File: src/rtl/weight_fifo_arr_control_pkg.sv
// Shared definitions for the weight FIFO array loader: FSM encodings, default
// geometry and the row-index width helper.
package weight_fifo_arr_control_pkg;

  localparam int WIDTH_HEIGHT_DEF = 16;
  localparam int ADDR_WIDTH_DEF   = 8;

  localparam logic [1:0] ST_IDLE  = 2'b00;
  localparam logic [1:0] ST_READ  = 2'b01;
  localparam logic [1:0] ST_DRAIN = 2'b10;
  localparam logic [1:0] ST_DONE  = 2'b11;

  // Row-index width, never narrower than one bit.
  function automatic int row_idx_w(input int wh);
    return (wh > 1) ? $clog2(wh) : 1;
  endfunction

endpackage

File: src/rtl/weight_fifo_arr_control_if.sv
// Bus between the multiply master / FIFO array / weight memory and the
// weight FIFO array loader.
interface weight_fifo_arr_control_if
  import weight_fifo_arr_control_pkg::*;
#(
  parameter int width_height = WIDTH_HEIGHT_DEF,
  parameter int addr_width   = ADDR_WIDTH_DEF
);
  localparam int RW = row_idx_w(width_height);

  logic                  weight_fifo_arr_en;
  logic [RW-1:0]         num_row_weight_mat;
  logic [addr_width-1:0] base_weight_addr;
  logic                  fifo_stall;
  logic [addr_width-1:0] weight_mem_addr;
  logic                  weight_mem_rd_en;
  logic                  fifo_wr_en;
  logic                  fifo_zero_fill;
  logic [RW-1:0]         fifo_row_idx;
  logic                  busy;
  logic                  weight_fifo_arr_done;

  modport master (
    output weight_fifo_arr_en, num_row_weight_mat, base_weight_addr, fifo_stall,
    input  weight_mem_addr, weight_mem_rd_en, fifo_wr_en, fifo_zero_fill,
           fifo_row_idx, busy, weight_fifo_arr_done
  );

  modport slave (
    input  weight_fifo_arr_en, num_row_weight_mat, base_weight_addr, fifo_stall,
    output weight_mem_addr, weight_mem_rd_en, fifo_wr_en, fifo_zero_fill,
           fifo_row_idx, busy, weight_fifo_arr_done
  );

endinterface

File: src/rtl/weight_fifo_arr_control_row_issue.sv
// Row counter and zero-fill compare; WFIFO_REVERSE_ORDER_EN issues rows from
// the last index down to 0.
module wfifo_row_issue
  import weight_fifo_arr_control_pkg::*;
#(
  parameter int width_height = WIDTH_HEIGHT_DEF
)(
  input  logic                                 clk,
  input  logic                                 reset,
  input  logic                                 clear_s,
  input  logic                                 active_s,
  input  logic                                 fifo_stall,
  input  logic [row_idx_w(width_height)-1:0]   num_row_r,
  output logic                                 issue_s,
  output logic                                 zero_s,
  output logic [row_idx_w(width_height)-1:0]   row_s,
  output logic                                 last_s
);
  localparam int RW = row_idx_w(width_height);
  localparam int CW = RW + 1;

  logic [CW-1:0] cnt_r;

  // Issue-slot counter: cleared on request accept, advances per issued row.
  always_ff @(posedge clk or negedge reset) begin
    if (!reset) begin
      cnt_r <= {CW{1'b0}};
    end else if (clear_s) begin
      cnt_r <= {CW{1'b0}};
    end else if (issue_s) begin
      cnt_r <= cnt_r + CW'(1);
    end else begin
      cnt_r <= cnt_r;
    end
  end

  // Map the slot count to a row index and flag rows past the matrix height.
  always_comb begin
    issue_s = active_s & ~fifo_stall;
    last_s  = (cnt_r == CW'(width_height - 1));
`ifdef WFIFO_REVERSE_ORDER_EN
    row_s   = RW'(width_height - 1) - cnt_r[RW-1:0];
`else
    row_s   = cnt_r[RW-1:0];
`endif
    zero_s  = (row_s > num_row_r);
  end

endmodule

File: src/rtl/weight_fifo_arr_control.sv
// Weight FIFO array loader: reads a weight submatrix and pushes width_height
// rows (zero-filled beyond the matrix). Option macro: WFIFO_REVERSE_ORDER_EN.
module weight_fifo_arr_control
  import weight_fifo_arr_control_pkg::*;
#(
  parameter int width_height = WIDTH_HEIGHT_DEF,
  parameter int addr_width   = ADDR_WIDTH_DEF
)(
  input  logic                     clk,
  input  logic                     reset,
  weight_fifo_arr_control_if.slave bus
);
  localparam int RW = row_idx_w(width_height);

  logic [1:0]            state_r;
  logic [1:0]            state_nxt_s;
  logic [RW-1:0]         num_row_r;
  logic [addr_width-1:0] base_r;
  logic                  start_s;
  logic                  active_s;
  logic                  issue_s;
  logic                  zero_s;
  logic                  last_s;
  logic [RW-1:0]         row_s;
  logic                  rd_en_s;
  logic [addr_width-1:0] addr_s;
  logic                  wr_en_r;
  logic                  zero_r;
  logic [RW-1:0]         idx_r;

  assign start_s  = (state_r == ST_IDLE) & bus.weight_fifo_arr_en;
  assign active_s = (state_r == ST_READ);

  wfifo_row_issue #(.width_height(width_height)) u_row_issue (
    .clk        (clk),
    .reset      (reset),
    .clear_s    (start_s),
    .active_s   (active_s),
    .fifo_stall (bus.fifo_stall),
    .num_row_r  (num_row_r),
    .issue_s    (issue_s),
    .zero_s     (zero_s),
    .row_s      (row_s),
    .last_s     (last_s)
  );

  // Next-state logic; a start pulse is only honoured in IDLE.
  always_comb begin
    state_nxt_s = state_r;
    case (state_r)
      ST_IDLE:  if (bus.weight_fifo_arr_en) state_nxt_s = ST_READ;
                else                        state_nxt_s = ST_IDLE;
      ST_READ:  if (issue_s && last_s)      state_nxt_s = ST_DRAIN;
                else                        state_nxt_s = ST_READ;
      ST_DRAIN: state_nxt_s = ST_DONE;
      ST_DONE:  state_nxt_s = ST_IDLE;
      default:  state_nxt_s = ST_IDLE;
    endcase
  end

  // Memory read strobe; address wraps modulo 2^addr_width.
  always_comb begin
    rd_en_s = issue_s & ~zero_s;
    if (rd_en_s) begin
      addr_s = base_r + addr_width'(row_s);
    end else begin
      addr_s = {addr_width{1'b0}};
    end
  end

  // FSM state and request parameters latched on accept.
  always_ff @(posedge clk or negedge reset) begin
    if (!reset) begin
      state_r   <= ST_IDLE;
      num_row_r <= {RW{1'b0}};
      base_r    <= {addr_width{1'b0}};
    end else begin
      state_r <= state_nxt_s;
      if (start_s) begin
        num_row_r <= bus.num_row_weight_mat;
        base_r    <= bus.base_weight_addr;
      end else begin
        num_row_r <= num_row_r;
        base_r    <= base_r;
      end
    end
  end

  // One-cycle write pipeline behind the issue stage; stall never cancels it.
  always_ff @(posedge clk or negedge reset) begin
    if (!reset) begin
      wr_en_r <= 1'b0;
      zero_r  <= 1'b0;
      idx_r   <= {RW{1'b0}};
    end else begin
      wr_en_r <= issue_s;
      zero_r  <= issue_s & zero_s;
      idx_r   <= issue_s ? row_s : {RW{1'b0}};
    end
  end

  assign bus.weight_mem_addr      = addr_s;
  assign bus.weight_mem_rd_en     = rd_en_s;
  assign bus.fifo_wr_en           = wr_en_r;
  assign bus.fifo_zero_fill       = zero_r;
  assign bus.fifo_row_idx         = idx_r;
  assign bus.busy                 = (state_r != ST_IDLE);
  assign bus.weight_fifo_arr_done = (state_r == ST_DONE);

endmodule
File: src/flat_wrapper.sv
// flat-port wrapper written by rule: the top's interface ports become plain ports
module weight_fifo_arr_control_flat import weight_fifo_arr_control_pkg::*;
#(
  parameter int width_height = WIDTH_HEIGHT_DEF,
  parameter int addr_width   = ADDR_WIDTH_DEF
)
  (clk, reset, bus_weight_fifo_arr_en, bus_num_row_weight_mat, bus_base_weight_addr, bus_fifo_stall, bus_weight_mem_addr, bus_weight_mem_rd_en, bus_fifo_wr_en, bus_fifo_zero_fill, bus_fifo_row_idx, bus_busy, bus_weight_fifo_arr_done);
  weight_fifo_arr_control_if #(.width_height(width_height), .addr_width(addr_width)) bus_i ();
  input  logic clk;
  input  logic reset;
  input wire logic [$bits(bus_i.weight_fifo_arr_en)-1:0] bus_weight_fifo_arr_en;
  input wire logic [$bits(bus_i.num_row_weight_mat)-1:0] bus_num_row_weight_mat;
  input wire logic [$bits(bus_i.base_weight_addr)-1:0] bus_base_weight_addr;
  input wire logic [$bits(bus_i.fifo_stall)-1:0] bus_fifo_stall;
  output wire logic [$bits(bus_i.weight_mem_addr)-1:0] bus_weight_mem_addr;
  output wire logic [$bits(bus_i.weight_mem_rd_en)-1:0] bus_weight_mem_rd_en;
  output wire logic [$bits(bus_i.fifo_wr_en)-1:0] bus_fifo_wr_en;
  output wire logic [$bits(bus_i.fifo_zero_fill)-1:0] bus_fifo_zero_fill;
  output wire logic [$bits(bus_i.fifo_row_idx)-1:0] bus_fifo_row_idx;
  output wire logic [$bits(bus_i.busy)-1:0] bus_busy;
  output wire logic [$bits(bus_i.weight_fifo_arr_done)-1:0] bus_weight_fifo_arr_done;
  assign bus_i.weight_fifo_arr_en = bus_weight_fifo_arr_en;
  assign bus_i.num_row_weight_mat = bus_num_row_weight_mat;
  assign bus_i.base_weight_addr = bus_base_weight_addr;
  assign bus_i.fifo_stall = bus_fifo_stall;
  assign bus_weight_mem_addr = bus_i.weight_mem_addr;
  assign bus_weight_mem_rd_en = bus_i.weight_mem_rd_en;
  assign bus_fifo_wr_en = bus_i.fifo_wr_en;
  assign bus_fifo_zero_fill = bus_i.fifo_zero_fill;
  assign bus_fifo_row_idx = bus_i.fifo_row_idx;
  assign bus_busy = bus_i.busy;
  assign bus_weight_fifo_arr_done = bus_i.weight_fifo_arr_done;
  weight_fifo_arr_control #(.width_height(width_height), .addr_width(addr_width)) u_core (.clk(clk), .reset(reset), .bus(bus_i));
endmodule
File: config.mk
export PLATFORM = sky130hd
export DESIGN_NAME = weight_fifo_arr_control_flat
export DESIGN_NICKNAME = d
export VERILOG_FILES = /design/src/rtl/weight_fifo_arr_control_pkg.sv /design/src/rtl/weight_fifo_arr_control_if.sv /design/src/rtl/weight_fifo_arr_control_row_issue.sv /design/src/rtl/weight_fifo_arr_control.sv /design/src/flat_wrapper.sv
export SDC_FILE = /design/constraint.sdc
export NUM_CORES = 1
export LEC_CHECK = 0
export ABC_AREA = 1
export CAP_MARGIN = 20
export CORE_MARGIN = 10
export CORE_UTILIZATION = 44
export CTS_CLUSTER_DIAMETER = 50
export CTS_CLUSTER_SIZE = 40
export DETAILED_ROUTE_END_ITERATION = 10
export GPL_TIMING_DRIVEN = 0
export MAX_ROUTING_LAYER = met4
export PLACE_DENSITY = 0.75
export SLEW_MARGIN = 25
export SYNTH_ARGS = -nofsm -noshare
export SYNTH_HDL_FRONTEND = slang
export SYNTH_SLANG_ARGS = --single-unit
File: constraint.sdc
create_clock -name clk -period 1.9 [get_ports clk]
set_input_delay 0.38 -clock clk [delete_from_list [all_inputs] [get_ports clk]]
set_output_delay 0.38 -clock clk [all_outputs]
set_load 0.01 [all_outputs]
==> flow_summary.toml <==
[synthesis]
ys.warnings.count = 0
syn_inst = 170
ys_seq_area_share_pct = 45.8
synthTopCellsByArea = "dfrtp_1, nand2_1, ha_1, inv_1, nor2_1"
netlist.top_cell.by_area = "dfrtp_1"
ys_ff_latch = 25
syn_area_mm2 = 0.00137
syn_nets = 197
synth_top_area_share_pct = 45.8
avgSynthCellArea_um2 = 8.04
synth.distinct_cells = 22

[pwr]
p_total_uw = 3420
power.density_mw_per_mm2 = 1710
p_leak_uw = 0.00102
irDropWorstVdd_mv = 0.807

[timing]
fmax_mhz = 437
finalHoldViolations = 0
rsz0062_at_grt = "true"
fin_skew_ns = 0.0149
maxSlewViolCount = 0
worst_slew_pin_slew_ns = 0.573
tns_ns = -2.95
post-route-period-util_pct = 120
worst_slack_ns = -0.389
fin_crit_ns = 2.29
slew_headroom_pct = 61.6
holdWs_ns = 0.00106
setup_viol = 9

[floorplanning]
die_height_um = 75.7
die_area_mm2 = 0.00573
die_w_um = 75.7
std_cell_rows = 20
core_mm2 = 0.00300
io_pins = 33
start_util_pct = 45.5

[final_layout]
post-route-util_pct = 66.5
layout_commonest_cell = "nand2_1"
final_cell_mix = "nand2_1, inv_1, clkdlybuf4s50_1, dfrtp_1, nor2_1"
antennaDiodeCount = 0
area_delta_synth_final_pct = 46.2
nFillCells = 234
design_area_mm2 = 0.00200
layout.nets = 245
drive_gt1_share_pct = 30.9

[critical_path]
critPathCaptureType = "output pin"
worstPathRequired_ns = 1.52
worst-endpoint-arrival_ns = 1.91
reg2regPathDepth = 9
critPathLaunchType = "flip-flop"
worst-path-max-fanout = 4
crit_type = "flip-flop to output pin"

[place]
io_buffers = 32
place_area_mm2 = 0.00172
gp_congestion = 0.841
hpwlAfterDp_um = 2430

[routing]
vias = 1276
wire_per_inst_um = 13.9
first_iter_violations = 62
drc_errors = 0
post_drt_via_cell_ratio = 5.10
firstDrtPassIters = 4
routed_wl_um = 3480
drt.antenna.violating_nets = 0

[run]
max-cap-violations = 0

[clocking]
clkLatencyLatePin_ns = 0.34
postCtsHoldBufs = 0
htreeDepth = 1
numClockSinks = 25
clk_path_buf_depth = 2
path_clk_slew_ns = 0.15
numCtsBuffers = 3
root_buffer = "clkbuf_4"
cts_tree = "built"

[status]
violations = "negative setup slack"
status = "finished with violations"

[grt]
antenna_found_initial = 0
grt_pass1_vias = 1231
grt_pass1_wl_um = 5490
grt_max_degree = 26
overflow = 0
grt_usage_pct = 12.8

[min_path]
hold_path_class = "input pin to async pin"
[worst max-delay path, cell delays in order, from the launching register on]
cell and delay, ns:
dfrtp_2 0.49, buf_6 0.14, fa_2 0.40, nand2_2 0.09
nand3_4 0.07, nand2_2 0.06, xor2_1 0.14, nor2_1 0.05
buf_2 0.13
[kinds of logic after synthesis]
family                     Yosys count  synth area share (%)
and+or+nand+nor                     84                  26.0
adders and majority gates           11                  10.6
buffers and inverters               31                  9.25
DFF                                 25                  45.8
xor gates and xnor gates             3                  1.92
AOI/OAI and AO/OA                   16                  6.41
[cells in the mapped netlist]
cell and number:
nand4_2 1, o22ai_1 2, nand2_1 51, buf_6 1
inv_2 3, o21ai_1 1, nand4_1 2, nand2_2 1
o211ai_1 2, a21oi_1 2, nand3_1 7, nor2_1 20
fa_1 1, nor3_4 1, inv_1 25, buf_2 2
xnor2_1 1, ha_1 10, xor2_1 2, dfrtp_1 25
o21ai_0 9, nor2_2 1
[through the flow]
| stage | instances | setup slack (ns) |
|---|---|---|
| floorplan | 170 | 0.0259 |
| global placement | 235 | -0.590 |
| detailed placement | 235 | -0.595 |
| CTS | 244 | -0.424 |
| global route | 250 | -0.505 |
| finish | 250 | -0.389 |
[power by group]
| group | total, uW | internal (uW) | switching [uW] |
|---|---|---|---|
| sequential | 942 | 755 | 187 |
| clock | 257 | 81.0 | 176 |
| combinational | 2220 | 1020 | 1200 |
| total | 3420 | 1850 | 1570 |
[path summary, 6_finish.rpt]
check / start / to / slack (ns)
min in group clk: u_core.base_r[3]$_DFFE_PN0P_ / u_core.base_r[3]$_DFFE_PN0P_ / 0.51
max in group asynchronous: reset / u_core.u_row_issue.cnt_r[2]$_DFFE_PN0P_ / 1.50
setup reg to reg: u_core.u_row_issue.cnt_r[0]$_DFFE_PN0P_ / u_core.state_r[0]$_DFF_PN0_ / 0.26
setup / recovery: u_core.u_row_issue.cnt_r[1]$_DFFE_PN0P_ / bus_weight_mem_addr[4] / -0.39
hold / removal: reset / u_core.bus.fifo_row_idx[0]$_DFF_PN0_ / 0.001
hold reg to reg: u_core.base_r[3]$_DFFE_PN0P_ / u_core.base_r[3]$_DFFE_PN0P_ / 0.51
[flip-flops by register name, indices dropped and copies added (netlist names), named ones only]
| register | count |
|---|---|
| u_core.base_r | 8 |
| u_core.bus.fifo_row_idx | 4 |
| u_core.bus.fifo_wr_en | 1 |
| u_core.bus.fifo_zero_fill | 1 |
| u_core.num_row_r | 4 |
| u_core.state_r | 1 |
| u_core.u_row_issue.cnt_r | 5 |
[metal layers]
| metal | up-vias | track usage (%) | part of all wire, % |
|---|---|---|---|
| li1 | 626 | - | - |
| met1 | 615 | 14.8 | 42 |
| met2 | 28 | 20.5 | 51 |
| met3 | 7 | 2.60 | 5.1 |
| met4 | 0 | 7.01 | 2.6 |
| met5 | - | - | 0 |
[timing repair]
| item | 4_1_cts | 5_1_grt |
|---|---|---|
| gates cloned | 1 | 0 |
| buffers inserted | 4 | 6 |
| resized for setup | 54 | 32 |
| endpoints found under the setup margin | 9 | 11 |
| pin swaps | 10 | 12 |
[layout make-up]
class / count / area [um^2] / share of cell area [%]
clock buffers: 3 / 22.5 / 1.13
inverters: 28 / 108 / 5.39
repair buffers: 42 / 377 / 18.8
multi-input cells: 115 / 790 / 39.5
clock inverters: 1 / 7.51 / 0.376
flip-flops and latches: 25 / 632 / 31.6
well taps: 33 / 41.3 / 2.07
plain buffers: 3 / 21.3 / 1.06
Note: power is estimated with default switching activity, not from simulation.
==> edit 1: new RTL, same flow settings <==
The package constant `ADDR_WIDTH_DEF` goes from 8 to 10.
--- a/src/rtl/weight_fifo_arr_control_pkg.sv
+++ b/src/rtl/weight_fifo_arr_control_pkg.sv
@@ -3,7 +3,7 @@
 package weight_fifo_arr_control_pkg;
 
   localparam int WIDTH_HEIGHT_DEF = 16;
-  localparam int ADDR_WIDTH_DEF   = 8;
+  localparam int ADDR_WIDTH_DEF   = 10;
 
   localparam logic [1:0] ST_IDLE  = 2'b00;
   localparam logic [1:0] ST_READ  = 2'b01;
Interface: changed (resized bus_base_weight_addr and bus_weight_mem_addr); port bits go from 33 to 37. No check against the original RTL was run, so the function may have changed too.
==> edit 1 against the original RTL <==
The run still ends with setup timing left. Sequential cell count increased by 2. Register-to-register slack improved by 0.05 ns. Cell count increased by 21%. Critical endpoint unchanged. Synthesized area increased by 14%. Combinational power increased by 25%. Power increased by 19%. Cell area increased by 15%. Routed wire length increased by 26%. Worst setup slack got worse by 0.025 ns. Die area increased by 10%.
==> edit 1: results (changes against the original RTL) <==
* 4 — number of optimization iterations in the first detailed-route pass, unchanged
* 0.44 ns — biggest cell delay along the critical path, -0.05 ns
* adder cells — crit-path leading delay family
* 229 — Synth Net Count, +16%
* dfrtp_1 (43%), nand2_1 (14%), ha_1 (8.1%) — Synth area leaders
* 0.251 mW — Clock net power, -2%
* 58 — buffers outside the clock class, +29%
* 28 — largest net degree at the start of global routing, +7.7%
* 62 — post_cts resized, +15%
* 0.0227 ns — clock skew, +0.00783 ns
* 0.126 — GR Util All Layers, -0.00193
* nand2_1 (59), inv_1 (30), dfrtp_1 (27) — top post-synthesis cells by count
* 8 — post-CTS setup repair buffer count, +4
* 2.75 mm — half-perimeter wire length after placement, +13%
* 27 — Seq cells, +8.0%
* 0.062 — share of power burned in the clock network, -0.013
* 95 — iteration-0 DRC count of the detailed router, +53%
* 0.435 — part of the Yosys area used for sequential elements, -0.0231
* 11 — final setup violation count, +2
* 32 — count of inverters other than clock inverters in the layout, +14%
* 1.13 nW — leak pwr, +11%
* 1484 — count of vias placed by the detailed router, +16%
* 280 — fillers, +20%
* 14.5 um — detail-routed net length per standard cell, +3.9%
* -0.413 ns — final worst-path setup slack, -0.0245 ns
* 0.582 ns — Worst-Margin Slew, +0.00809 ns
* 2.21 mW — Internal Power, +19%
* 6.46 mm — wire length of the first global-routing pass, +18%
* 36 — number of buffers inserted by port buffering, +13%
* finished, violations left — result of the run
* 25 — number of different library cells in the post-synthesis netlist, +14%
* 0.845 mV — IR Drop Worst-Case VDD, +4.7%
* setup timing — violated checks
* 0.817 — gpl congestion, -2.9%
* 287 — final-stage net count, +17%
* 2.77 mW — Combinational Power, +25%
* 0.335 — proportion of layout cells with a drive suffix above 1, +0.0259
* -0.633 ns — pre-CTS worst setup slack, -0.0382 ns
* 1.93 ns — CP arrival, +0.02 ns
* u_core.base_r: 10 flops, u_core.u_row_issue.cnt_r: 5 flops — largest registers ranked by flip-flop count
* 136 — multi-input gates, +18%
* 0.0120 — clock-cell share of area, -0.00305
* 0.401 — multi-input gate share of the layout cell area, +0.00608
* 681 sq um — FF/Latch Area, +7.7%
[edit 1: cell types whose count changed after synthesis, moves of 2 or more]
cell / delta
inv_1: +5
buf_2: +2
dfrtp_1: +2
nand3_1: +4
inv_2: -2
nor2_4: +2
a21oi_1: +2
nand2_1: +8
o21ai_0: +3
[edit 1: through the flow]
| step | cells | setup TNS [ns] | instance area (sq um) |
|---|---|---|---|
| final | 303 | -4.09 | 2300 |
| after global routing | 303 | -4.92 | 2300 |
| after CTS | 295 | -4.15 | 2090 |
| after detailed placement | 282 | -5.13 | 1980 |
| after global placement | 282 | -5.01 | 1980 |
| after floorplan | 200 | -0.0638 | 1570 |
[edit 1: cells by family after synthesis]
| kind of cell | synth area share |
|---|---|
| AOI/OAI and AO/OA | 0.0741 |
| xor gates and xnor gates | 0.0225 |
| adders and majority gates | 0.0934 |
| buffers and inverters | 0.0990 |
| DFF | 0.435 |
| and+or+nand+nor | 0.276 |
[edit 1: worst paths after layout]
path	slack, ns	startpoint	to
setup reg to reg	0.31	u_core.u_row_issue.cnt_r[0]	u_core.u_row_issue.cnt_r[4]
hold / removal	0.01	reset	u_core.state_r[0]
hold reg to reg	0.58	u_core.u_row_issue.cnt_r[4]	u_core.u_row_issue.cnt_r[4]
min in group clk	0.55	bus_num_row_weight_mat[0]	u_core.num_row_r[0]
setup / recovery	-0.41	u_core.u_row_issue.cnt_r[0]	bus_weight_mem_addr[4]
max in group asynchronous	1.47	reset	u_core.u_row_issue.cnt_r[2]
[edit 1: layer usage]
metal	wire, um	part of all wire	vias up	track usage
met5	0	0	-	-
met4	87	0.020	0	0.0484
met3	170	0.039	9	0.0169
met2	2290	0.52	47	0.210
met1	1840	0.42	690	0.151
li1	-	-	738	-
==> edit 2: new RTL, same flow settings <==
Made on the original files. Make the reset (`reset`) synchronous in 3 clocked blocks.
--- a/src/rtl/weight_fifo_arr_control_row_issue.sv
+++ b/src/rtl/weight_fifo_arr_control_row_issue.sv
@@ -22,7 +22,7 @@
   logic [CW-1:0] cnt_r;
 
   // Issue-slot counter: cleared on request accept, advances per issued row.
-  always_ff @(posedge clk or negedge reset) begin
+  always_ff @(posedge clk) begin
     if (!reset) begin
       cnt_r <= {CW{1'b0}};
     end else if (clear_s) begin
--- a/src/rtl/weight_fifo_arr_control.sv
+++ b/src/rtl/weight_fifo_arr_control.sv
@@ -69,7 +69,7 @@
   end
 
   // FSM state and request parameters latched on accept.
-  always_ff @(posedge clk or negedge reset) begin
+  always_ff @(posedge clk) begin
     if (!reset) begin
       state_r   <= ST_IDLE;
       num_row_r <= {RW{1'b0}};
@@ -87,7 +87,7 @@
   end
 
   // One-cycle write pipeline behind the issue stage; stall never cancels it.
-  always_ff @(posedge clk or negedge reset) begin
+  always_ff @(posedge clk) begin
     if (!reset) begin
       wr_en_r <= 1'b0;
       zero_r  <= 1'b0;
Formal check against the unedited RTL: differs if reset is asserted again (counterexample within 4 cycles, from zero or initial values and one cycle with reset low); with reset held inactive, the same outputs for 10 cycles.
==> edit 2 against the original RTL <==
The run still ends with setup timing left. Cell count did not move. Utilization is 3.7 points lower. Count of clock-buffer cells in the layout is 1 higher. Cell area fell by 12%. Synthesized area is 4.6% lower. Routed wire length is 9.0% lower. Sequential share of layout area is 2.7 points lower. Highest routed layer unchanged. Worst setup slack gained 0.10 ns. Sequential cell count did not move. Largest cell class unchanged.
Power is not compared: it rests on default switching activity, and its combinational part moved more than twofold at a synthesized area within 25%.
==> edit 2: results (changes against the original RTL) <==
* reg2reg — worst min-delay path class
* dfxtp_1 — flip-flop cell with the highest count after synthesis
* 0.384 — part of the Yosys area used for sequential elements, -0.0740
* 7 — cell depth of the worst flop-to-flop path, -2
* 5.31 mm — wire length of the first global-routing pass, -3.3%
* setup timing — violated checks
* 3.17 mm — Total Routed Length, -9.0%
* u_core.num_row_r[1] — Min-Delay Startpoint
* 0.00592 ns — clock skew, -0.00895 ns
* 4.88 — per-cell via count in the routed design, -4.5%
* 7.37 sq um — Post-Syn Area per Cell, -8.4%
* finished, violations left — result of the run
* 1 — H-tree level count, unchanged
* 0 — warning count from the yosys run, unchanged
* 0.480 ns — minimum hold slack, +0.479 ns
* 4 — maximum fanout count along the critical path, unchanged
* 0.45 ns — setup slack of the worst register-to-register path, +0.19 ns
* 0.123 — GR Util All Layers, -0.00539
* 0.807 nW — leak pwr
* 0.366 ns — Worst-Margin Slew, -0.207 ns
* u_core.u_row_issue.cnt_r[0] — Worst R2R Start
* 25 — number of different library cells in the post-synthesis netlist, +14%
* 240 — placed cell count, +2.1%
* 1219 — count of vias placed by the detailed router, -4.5%
* 0.201 — proportion of layout cells with a drive suffix above 1, -0.108
* 2.39 mm — half-perimeter wire length after placement, -1.6%
* -1.95 ns — post-route setup TNS, +0.998 ns
* -0.520 ns — pre-CTS worst setup slack, +0.0747 ns
* 40 — iteration-0 DRC count of the detailed router, -35%
* nor2_1 (29), inv_1 (27), nand2_1 (26) — top post-synthesis cells by count
* 9 — final setup violation count, unchanged
* 0.32 ns — clock latency on the worst-skew pair, -0.02 ns
* -0.284 ns — final worst-path setup slack, +0.105 ns
* 0 — share of async-settable or async-resettable flops after synthesis, -1.00
* 0.861 — gpl congestion, +2.5%
* 1660 sq um — Post-DP Area, -3.5%
* 14 — largest net degree at the start of global routing, -46%
* 204 — Synth Net Count, +3.6%
* 1.80 ns — CP arrival, -0.11 ns
* 0.349 mV — IR Drop Worst-Case VDD
* u_core.u_row_issue.cnt_r[4] — Reg-to-Reg End
* dfxtp_1 (38%), ha_1 (9.6%), nor2_1 (8.3%) — Synth area leaders
## edit 2: changes by cell type in the layout (fill, tap and decap cells not counted), moves of 4 or more
cell and change:
nand2_1 -22, dfxtp_1 +21, dfrtp_1 -20, nor2_1 +14
a21oi_1 +9, inv_1 +6, buf_6 -5, dfrtp_2 -5
ha_1 +4, ha_4 -4, inv_2 -4, o21ai_0 +4
## edit 2: critical path, cell delays in order, from the launching register on
cell,delay [ns]
dfxtp_4,0.39
buf_12,0.13
fa_2,0.39
nand2_2,0.07
nand3_2,0.09
nand2_2,0.08
xor2_1,0.14
nor2_1,0.06
buf_2,0.13
## edit 2: cells by family (layout without fill, tap and decap cells)
family                     Yosys count  in the layout  synth area share
and+or+nand+nor                     77             77             0.265
buffers and inverters               33             75             0.105
AOI/OAI and AO/OA                   27             27             0.108
DFF                                 25             25             0.384
adders and majority gates           11             11             0.111
xor gates and xnor gates             4              4            0.0269
## edit 2: cell type report
class	instances	area, sq um
Buffer	4	27.5
Clock buffer	4	26.3
Fill cell	271	1040
Inverter	29	109
Multi-Input combinational cell	119	712
Sequential cell	25	510
Tap cell	31	38.8
Timing Repair Buffer	38	339
## edit 2: what timing repair did
| item | in CTS | in global routing |
|---|---|---|
| endpoints found under the hold margin | 0 | 0 |
| buffers inserted | 5 | 1 |
| pin swaps | 1 | 1 |
| resized for setup | 47 | 5 |
| setup endpoints to repair | 9 | 11 |
| gates cloned | 0 | 0 |
## edit 2: worst max-delay path by stage
stage	from	to	cells after the start
4_1_cts	u_core.u_row_issue.cnt_r[1]	bus_weight_mem_rd_en	9
3_5_place_dp	u_core.u_row_issue.cnt_r[0]	bus_weight_mem_addr[4]	8
2_1_floorplan	u_core.u_row_issue.cnt_r[0]	bus_weight_mem_addr[4]	7
6_report	u_core.u_row_issue.cnt_r[1]	bus_weight_mem_addr[4]	8
5_1_grt	u_core.u_row_issue.cnt_r[0]	bus_weight_mem_addr[4]	8
3_3_place_gp	bus_fifo_stall	bus_weight_mem_addr[5]	5
## edit 2: power by group
part | total [mW] | leakage [nW] | internal, mW | switching (mW)
clock | 0.241 | 0.0150 | 0.0822 | 0.159
combinational | 0.230 | 0.585 | 0.109 | 0.121
sequential | 0.570 | 0.207 | 0.552 | 0.0185
total | 1.04 | 0.807 | 0.743 | 0.299
## edit 2: layer usage
| layer | wire [um] | global-route usage | vias up |
|---|---|---|---|
| li1 | - | - | 644 |
| met1 | 1360 | 0.135 | 542 |
| met2 | 1540 | 0.206 | 29 |
| met3 | 218 | 0.0319 | 4 |
| met4 | 46 | 0.0525 | 0 |
| met5 | 0 | - | - |
